$ cat config.mk
export PLATFORM = sky130hd
export DESIGN_NAME = mem_port_arbiter_flat
export DESIGN_NICKNAME = d
export VERILOG_FILES = /design/src/rtl/riscv151_arb_pkg.sv /design/src/rtl/mem_port_arbiter_if.sv /design/src/rtl/arb_burst_counter.sv /design/src/rtl/mem_port_arbiter.sv /design/src/flat_wrapper.sv
export SDC_FILE = /design/constraint.sdc
export NUM_CORES = 1
export LEC_CHECK = 0
export BUFFER_PORTS_ARGS = -buffer_cell sky130_fd_sc_hd__clkbuf_2
export CORE_MARGIN = 2
export CORE_UTILIZATION = 45
export CTS_CLUSTER_DIAMETER = 120
export DETAILED_ROUTE_END_ITERATION = 8
export HOLD_SLACK_MARGIN = 0.03
export PLACE_DENSITY_LB_ADDON = 0.2
export SETUP_SLACK_MARGIN = 0.15
export SYNTH_ARGS = -nofsm -noshare
export SYNTH_HDL_FRONTEND = slang
export SYNTH_SLANG_ARGS = --single-unit
$ cat constraint.sdc
create_clock -name clk -period 4.2 [get_ports clk]
set_input_delay 0.42 -clock clk [delete_from_list [all_inputs] [get_ports clk]]
set_output_delay 0.42 -clock clk [all_outputs]
set_load 0.03 [all_outputs]
$ cat src/rtl/riscv151_arb_pkg.sv
// riscv151_arb_pkg: shared FSM state codes, owner-tag encoding and burst limits for mem_port_arbiter.
package riscv151_arb_pkg;
    localparam logic [1:0] ST_IDLE   = 2'd0;
    localparam logic [1:0] ST_OWN_IF = 2'd1;
    localparam logic [1:0] ST_OWN_D  = 2'd2;
    localparam logic [1:0] TAG_NONE  = 2'd0;
    localparam logic [1:0] TAG_IF    = 2'd1;
    localparam logic [1:0] TAG_D     = 2'd2;
    localparam int BURST_MIN = 1;
    localparam int BURST_MAX = 15;
    localparam int CNT_W     = 4;
endpackage

$ cat src/rtl/mem_port_arbiter_if.sv
// mem_port_arbiter_if: fetch port, data port and memory-side signals of the arbiter.
interface mem_port_arbiter_if #(
    parameter int ADDR_W = 14,
    parameter int DATA_W = 32
);
    logic              if_req;
    logic [ADDR_W-1:0] if_addr;
    logic              if_gnt;
    logic              if_rvalid;
    logic [DATA_W-1:0] if_rdata;
    logic              d_req;
    logic [3:0]        d_we;
    logic [ADDR_W-1:0] d_addr;
    logic [DATA_W-1:0] d_wdata;
    logic              d_gnt;
    logic              d_rvalid;
    logic [DATA_W-1:0] d_rdata;
    logic              mem_en;
    logic [3:0]        mem_we;
    logic [ADDR_W-1:0] mem_addr;
    logic [DATA_W-1:0] mem_din;
    logic [DATA_W-1:0] mem_dout;
    modport slave (
        input  if_req, if_addr, d_req, d_we, d_addr, d_wdata, mem_dout,
        output if_gnt, if_rvalid, if_rdata, d_gnt, d_rvalid, d_rdata,
               mem_en, mem_we, mem_addr, mem_din
    );
    modport master (
        output if_req, if_addr, d_req, d_we, d_addr, d_wdata, mem_dout,
        input  if_gnt, if_rvalid, if_rdata, d_gnt, d_rvalid, d_rdata,
               mem_en, mem_we, mem_addr, mem_din
    );
endinterface

$ cat src/rtl/arb_burst_counter.sv
// arb_burst_counter: consecutive-grant counter for the current owner and its MAX_BURST limit compare.
module arb_burst_counter
    import riscv151_arb_pkg::*;
#(
    parameter int MAX_BURST = 4
) (
    input  logic clk,
    input  logic rst,
    input  logic gnt,
    input  logic same,
    output logic limit_hit
);
    localparam logic [CNT_W-1:0] MAX = CNT_W'(MAX_BURST);
    logic [CNT_W-1:0] cnt;
    always_ff @(posedge clk or negedge rst)
        if (!rst) cnt <= '0;
        else cnt <= !gnt ? '0 : !same ? CNT_W'(1) : (cnt == MAX) ? cnt : cnt + CNT_W'(1);
    assign limit_hit = cnt >= MAX;
endmodule

$ cat src/rtl/mem_port_arbiter.sv
// mem_port_arbiter: arbitrates fetch and data ports onto one single-port sync memory with burst limiting.
// Define MEM_ARB_ROUND_ROBIN_EN for round-robin IDLE tie-break; otherwise the data port wins ties.
module mem_port_arbiter
    import riscv151_arb_pkg::*;
#(
    parameter int ADDR_W    = 14,
    parameter int DATA_W    = 32,
    parameter int MAX_BURST = 4
) (
    input logic clk,
    input logic rst,
    mem_port_arbiter_if.slave bus
);
    logic [1:0]        state, tag;
    logic              pick_d, idle_pick_d, gnt_if, gnt_d, same_owner, limit_hit;
    logic [ADDR_W-1:0] addr_sel;
    logic [DATA_W-1:0] if_rdata_q, d_rdata_q;

    if (MAX_BURST < BURST_MIN || MAX_BURST > BURST_MAX) begin : g_bad_burst
        $error("MAX_BURST out of legal range");
    end

`ifdef MEM_ARB_ROUND_ROBIN_EN
    logic last_d;
    always_ff @(posedge clk or negedge rst)
        if (!rst) last_d <= 1'b0;
        else if (gnt_if | gnt_d) last_d <= gnt_d;
    assign idle_pick_d = !last_d;
`else
    assign idle_pick_d = 1'b1;
`endif

    // pick_d only matters when both ports request; a lone requester always wins
    assign pick_d = (state == ST_OWN_D) ? !limit_hit : (state == ST_OWN_IF) ? limit_hit : idle_pick_d;
    assign gnt_d = rst & bus.d_req & (!bus.if_req | pick_d);
    assign gnt_if = rst & bus.if_req & (!bus.d_req | !pick_d);
    assign same_owner = (gnt_d & (state == ST_OWN_D)) | (gnt_if & (state == ST_OWN_IF));

    arb_burst_counter #(.MAX_BURST(MAX_BURST)) u_burst (
        .clk      (clk),
        .rst      (rst),
        .gnt      (gnt_if | gnt_d),
        .same     (same_owner),
        .limit_hit(limit_hit)
    );

    always_ff @(posedge clk or negedge rst)
        if (!rst) begin
            state      <= ST_IDLE;
            tag        <= TAG_NONE;
            if_rdata_q <= '0;
            d_rdata_q  <= '0;
        end else begin
            state <= gnt_d ? ST_OWN_D : gnt_if ? ST_OWN_IF : ST_IDLE;
            tag   <= gnt_if ? TAG_IF : (gnt_d && bus.d_we == 4'b0) ? TAG_D : TAG_NONE;
            if (tag == TAG_IF) if_rdata_q <= bus.mem_dout;
            if (tag == TAG_D) d_rdata_q <= bus.mem_dout;
        end

    assign addr_sel      = gnt_d ? bus.d_addr : gnt_if ? bus.if_addr : '0;
    assign bus.if_gnt    = gnt_if;
    assign bus.d_gnt     = gnt_d;
    assign bus.mem_en    = gnt_if | gnt_d;
    assign bus.mem_we    = gnt_d ? bus.d_we : 4'b0;
    assign bus.mem_addr  = addr_sel;
    assign bus.mem_din   = gnt_d ? bus.d_wdata : '0;
    assign bus.if_rvalid = tag == TAG_IF;
    assign bus.d_rvalid  = tag == TAG_D;
    assign bus.if_rdata  = (tag == TAG_IF) ? bus.mem_dout : if_rdata_q;
    assign bus.d_rdata   = (tag == TAG_D) ? bus.mem_dout : d_rdata_q;
endmodule

$ cat src/flat_wrapper.sv
// flat-port wrapper written by rule: the top's interface ports become plain ports
module mem_port_arbiter_flat import riscv151_arb_pkg::*;
#(
    parameter int ADDR_W    = 14,
    parameter int DATA_W    = 32,
    parameter int MAX_BURST = 4
)
  (clk, rst, bus_if_req, bus_if_addr, bus_d_req, bus_d_we, bus_d_addr, bus_d_wdata, bus_mem_dout, bus_if_gnt, bus_if_rvalid, bus_if_rdata, bus_d_gnt, bus_d_rvalid, bus_d_rdata, bus_mem_en, bus_mem_we, bus_mem_addr, bus_mem_din);
  mem_port_arbiter_if #(.ADDR_W(ADDR_W), .DATA_W(DATA_W)) bus_i ();
  input logic clk;
  input logic rst;
  input wire logic [$bits(bus_i.if_req)-1:0] bus_if_req;
  input wire logic [$bits(bus_i.if_addr)-1:0] bus_if_addr;
  input wire logic [$bits(bus_i.d_req)-1:0] bus_d_req;
  input wire logic [$bits(bus_i.d_we)-1:0] bus_d_we;
  input wire logic [$bits(bus_i.d_addr)-1:0] bus_d_addr;
  input wire logic [$bits(bus_i.d_wdata)-1:0] bus_d_wdata;
  input wire logic [$bits(bus_i.mem_dout)-1:0] bus_mem_dout;
  output wire logic [$bits(bus_i.if_gnt)-1:0] bus_if_gnt;
  output wire logic [$bits(bus_i.if_rvalid)-1:0] bus_if_rvalid;
  output wire logic [$bits(bus_i.if_rdata)-1:0] bus_if_rdata;
  output wire logic [$bits(bus_i.d_gnt)-1:0] bus_d_gnt;
  output wire logic [$bits(bus_i.d_rvalid)-1:0] bus_d_rvalid;
  output wire logic [$bits(bus_i.d_rdata)-1:0] bus_d_rdata;
  output wire logic [$bits(bus_i.mem_en)-1:0] bus_mem_en;
  output wire logic [$bits(bus_i.mem_we)-1:0] bus_mem_we;
  output wire logic [$bits(bus_i.mem_addr)-1:0] bus_mem_addr;
  output wire logic [$bits(bus_i.mem_din)-1:0] bus_mem_din;
  assign bus_i.if_req = bus_if_req;
  assign bus_i.if_addr = bus_if_addr;
  assign bus_i.d_req = bus_d_req;
  assign bus_i.d_we = bus_d_we;
  assign bus_i.d_addr = bus_d_addr;
  assign bus_i.d_wdata = bus_d_wdata;
  assign bus_i.mem_dout = bus_mem_dout;
  assign bus_if_gnt = bus_i.if_gnt;
  assign bus_if_rvalid = bus_i.if_rvalid;
  assign bus_if_rdata = bus_i.if_rdata;
  assign bus_d_gnt = bus_i.d_gnt;
  assign bus_d_rvalid = bus_i.d_rvalid;
  assign bus_d_rdata = bus_i.d_rdata;
  assign bus_mem_en = bus_i.mem_en;
  assign bus_mem_we = bus_i.mem_we;
  assign bus_mem_addr = bus_i.mem_addr;
  assign bus_mem_din = bus_i.mem_din;
  mem_port_arbiter #(.ADDR_W(ADDR_W), .DATA_W(DATA_W), .MAX_BURST(MAX_BURST)) u_core (.clk(clk), .rst(rst), .bus(bus_i));
endmodule
==> summary.md <==
| Metric | Value |
|---|---|
| Status | finished clean |
| Core ar. | 0.008636 mm^2 |
| Seq pwr share | 0.387 |
| Sw frac | 0.3819 |
| Lkg Pwr | 2.775 nW |
| RSZ-0062 raised after global routing | false |
| CTS Buffer Depth | 2 |
| Area grow syn2layout | 32.89% |
| Die width | 98.08 um |
| Number of synthesized flops with an enable pin | 0 |
| Worst Clk Skew | approximately 0.0055 ns |
| Pre-Repair DR Iteration Count | 4 |
| Met3 track demand over resource | 0.04009 |
| Gate power share | 0.366 |
| Sink Count | 72 |
| Worst Tran Pin Value | 0.9881 ns |
| Crit path DAT | 2.74 ns |
| Fill cell count | 748 |
| Final Hold Viols | 0 |
| CP required | 3.78 ns |
| Total power draw | roughly 2.2 mW |
| Final setup TNS | 0 ns |
| DRT antenna net count | 0 |
| CTS root buf | clkbuf_8 |
| Clock Latency Late Sink | 0.34 ns |
| Final period utilization | 0.7524 |
| Total track usage | 0.2180 |
| Critical-path maximum fanout | between 60 and 70 |
| R2R setup slack | 2.05 ns |
| Yosys synthesis warning count | 0 |
| GR Util met1 | 0.2638 |
| Die Area | 0.009619 mm^2 |
| Hold_ws | 0.3425 ns |
| Peak VDD IR | 171.4 uV |
| Via count | 3618 |
| FMAX | 316.4 MHz |
| Gr ovfl total | 0 |
| R2r worst-path depth | 4 |
| Initial DRC Count | 125 |
| Vias in the first global route | 3575 |
| Final Slew Violations | 0 |
| Row count | 34 |
| Clock power share | 0.247 |
| Post_cts resized | 0 |
| Most frequent cells in the layout | clkbuf_2 (217), dfrtp_1 (72), mux2_2 (64), inv_1 (41), a211oi_1 (37) |
| Routed wire length | 10720 um |
| P per Cell Area | 411.4 mW/mm^2 |
| Busiest layer in global routing | met2 |
| DP Worst Slack | 1.307 ns |
| TritonCTS Buffers | 9 |
| Final worst slack | between 1 and 1.5 ns |
| Critical Path End Type | output port |
| Int Pwr | 1.346 mW |
| Global-route wire length before repair | about 17000 um |
| Initial Util | 0.4612 |
| Post-synth net total | 471 |
| Worst reg2reg startpoint | u_core.u_burst.cnt[3]$_DFFE_PN0P_ |
| Tmin final | 3.160 ns |
| TritonCTS clock tree | built |
| I/O Buffers | 218 |
| DIE HEIGHT | 98.08 um |
| Setup Crit Path Kind | input pin to output port |
| Max cap viols | 0 |
| Nets | 671 |
| Hold Crit Class | input pin to register |
| Netlist cell types | 32 |
| Vias per cell | around 5.3 |
| Syn Std Cell Area | 0.003983 mm^2 |
| Routability Congestion | 0.7783 |
| Largest net degree at the start of global routing | between 60 and 70 |
| Max-slew headroom | 0.3399 |
| Ys flop type | dfrtp_1 |
| Number of inserted diodes | 0 |
| Synth Register Bits | roughly 70 |
| Mean Syn Cell Area | roughly 11 um^2 |
| IO Pins | 219 |
| Final setup vio count | 0 |
| H-tree levels | 3 |
| Commonest non-fill, non-tap cell in the layout | clkbuf_2 |
| Worst-path clk slew | 0.08 ns |
| Crit path launch | rst |
| Crit path to | bus_mem_en |
| Cells after Synth | around 370 |
| M2 GR Usage | 0.3952 |
| Dpl hpwl | around 8000 um |
| Initial antenna violation count | 0 |
| R2r endpoint | u_core.state[1]$_DFF_PN0_ |
| Sw Pwr | 0.8316 mW |
| Startpoint types | input pin |
| Seq/Total Area, Yosys | 0.4524 |
| Residual DRC count | 0 |
| Detail-routed net length per standard cell | 15.74 um |
| Share of layout cells above drive strength 1 | 0.5515 |
| Post-synth ARST share | 1.000 |
synthesized netlist by cell type, types with 2 or more instances:
master,count,area [um^2]
a21boi_0,2,15.01
mux2_2,64,720.7
nor2b_1,17,106.4
nor3_1,2,10.01
dfrtp_1,72,1802
ha_1,2,25.02
o211ai_2,10,125.1
nand2_1,16,60.06
nor2_1,3,11.26
o21ai_0,3,15.01
and3_1,14,87.58
clkbuf_1,25,93.84
nand2b_1,2,12.51
a32oi_1,15,131.4
buf_6,4,45.04
inv_1,41,153.9
buf_2,7,35.03
o211ai_1,18,135.1
mux2i_1,2,20.02
a21oi_1,2,10.01
a211oi_1,37,277.8
worst min path at each step:
| stage | endpoint | cells past startpoint | startpoint |
|---|---|---|---|
| after global routing | u_core.if_rdata_q[8]$_DFF_PN0_ | 2 | bus_mem_dout[8] |
| final | u_core.if_rdata_q[8]$_DFF_PN0_ | 2 | bus_mem_dout[8] |
| after CTS | u_core.if_rdata_q[8]$_DFF_PN0_ | 2 | bus_mem_dout[8] |
| after global placement | u_core.u_burst.cnt[2]$_DFFE_PN0P_ | 1 | rst |
| after floorplan | u_core.d_rdata_q[0]$_DFF_PN0_ | 0 | rst |
| after detailed placement | u_core.u_burst.cnt[2]$_DFFE_PN0P_ | 1 | rst |
cell type report:
class,instances,area [um^2],area share
repair buffers,225,1149,0.2170
flip-flops and latches,72,1802,0.3404
clock buffers,9,123.9,0.02340
inverters,41,153.9,0.02908
well taps,108,135.1,0.02553
multi-input cells,220,1861,0.3515
clock inverters,6,68.82,0.01300
worst max-delay path: stages:
cell	delay (ns)
dlygate4sd3_1	0.56
buf_4	0.26
buf_4	0.70
o21ai_0	0.38
inv_1	0.16
clkbuf_2	0.23
state kept, by name, summed over array words and instances (netlist names):
signal / count
u_core.u_burst.cnt: 4
u_core.state: 2
u_core.tag: 2
u_core.d_rdata_q: 32
u_core.if_rdata_q: 32
power by group through the flow:
stage	registers, mW	logic, mW	clock network, mW
after floorplan	0.845	0.561	0
after global placement	0.849	0.786	0
after detailed placement	0.858	0.801	0
after CTS	0.844	0.804	0.555
after global routing	0.855	0.847	0.590
final	0.844	0.796	0.538
through the flow:
step	cells	utilization	area, um^2
finish	681	0.6129	5293
global route	681	0.6129	5293
CTS	681	0.6129	5293
detailed placement	665	0.5894	5090
global placement	665	0.5894	5090
floorplan	369	-	3983
routing by layer:
layer / part of all wire / up-vias
met1: 0.39 / 1720
li1: - / 1718
met4: 0.016 / 0
met3: 0.068 / 15
met5: 0 / -
met2: 0.53 / 165
kinds of logic after synthesis:
kind of cell / after synthesis / share of synthesized area
AND/OR/NAND/NOR: 61 / 0.08483
AO/OA/AOI/OAI: 90 / 0.1860
flip-flops: 72 / 0.4524
adder cells (fa/ha/maj): 2 / 0.006282
buffers and inverters: 77 / 0.08231
XOR/XNOR: 1 / 0.002200
multiplexers: 66 / 0.1860
timing repair:
action | 4_1_cts | 5_1_grt
buffers inserted | 0 | 0
hold buffers | 1 | 0
hold endpoints to repair | 6 | 0
No activity file was read; power rests on OpenSTA's default activity.
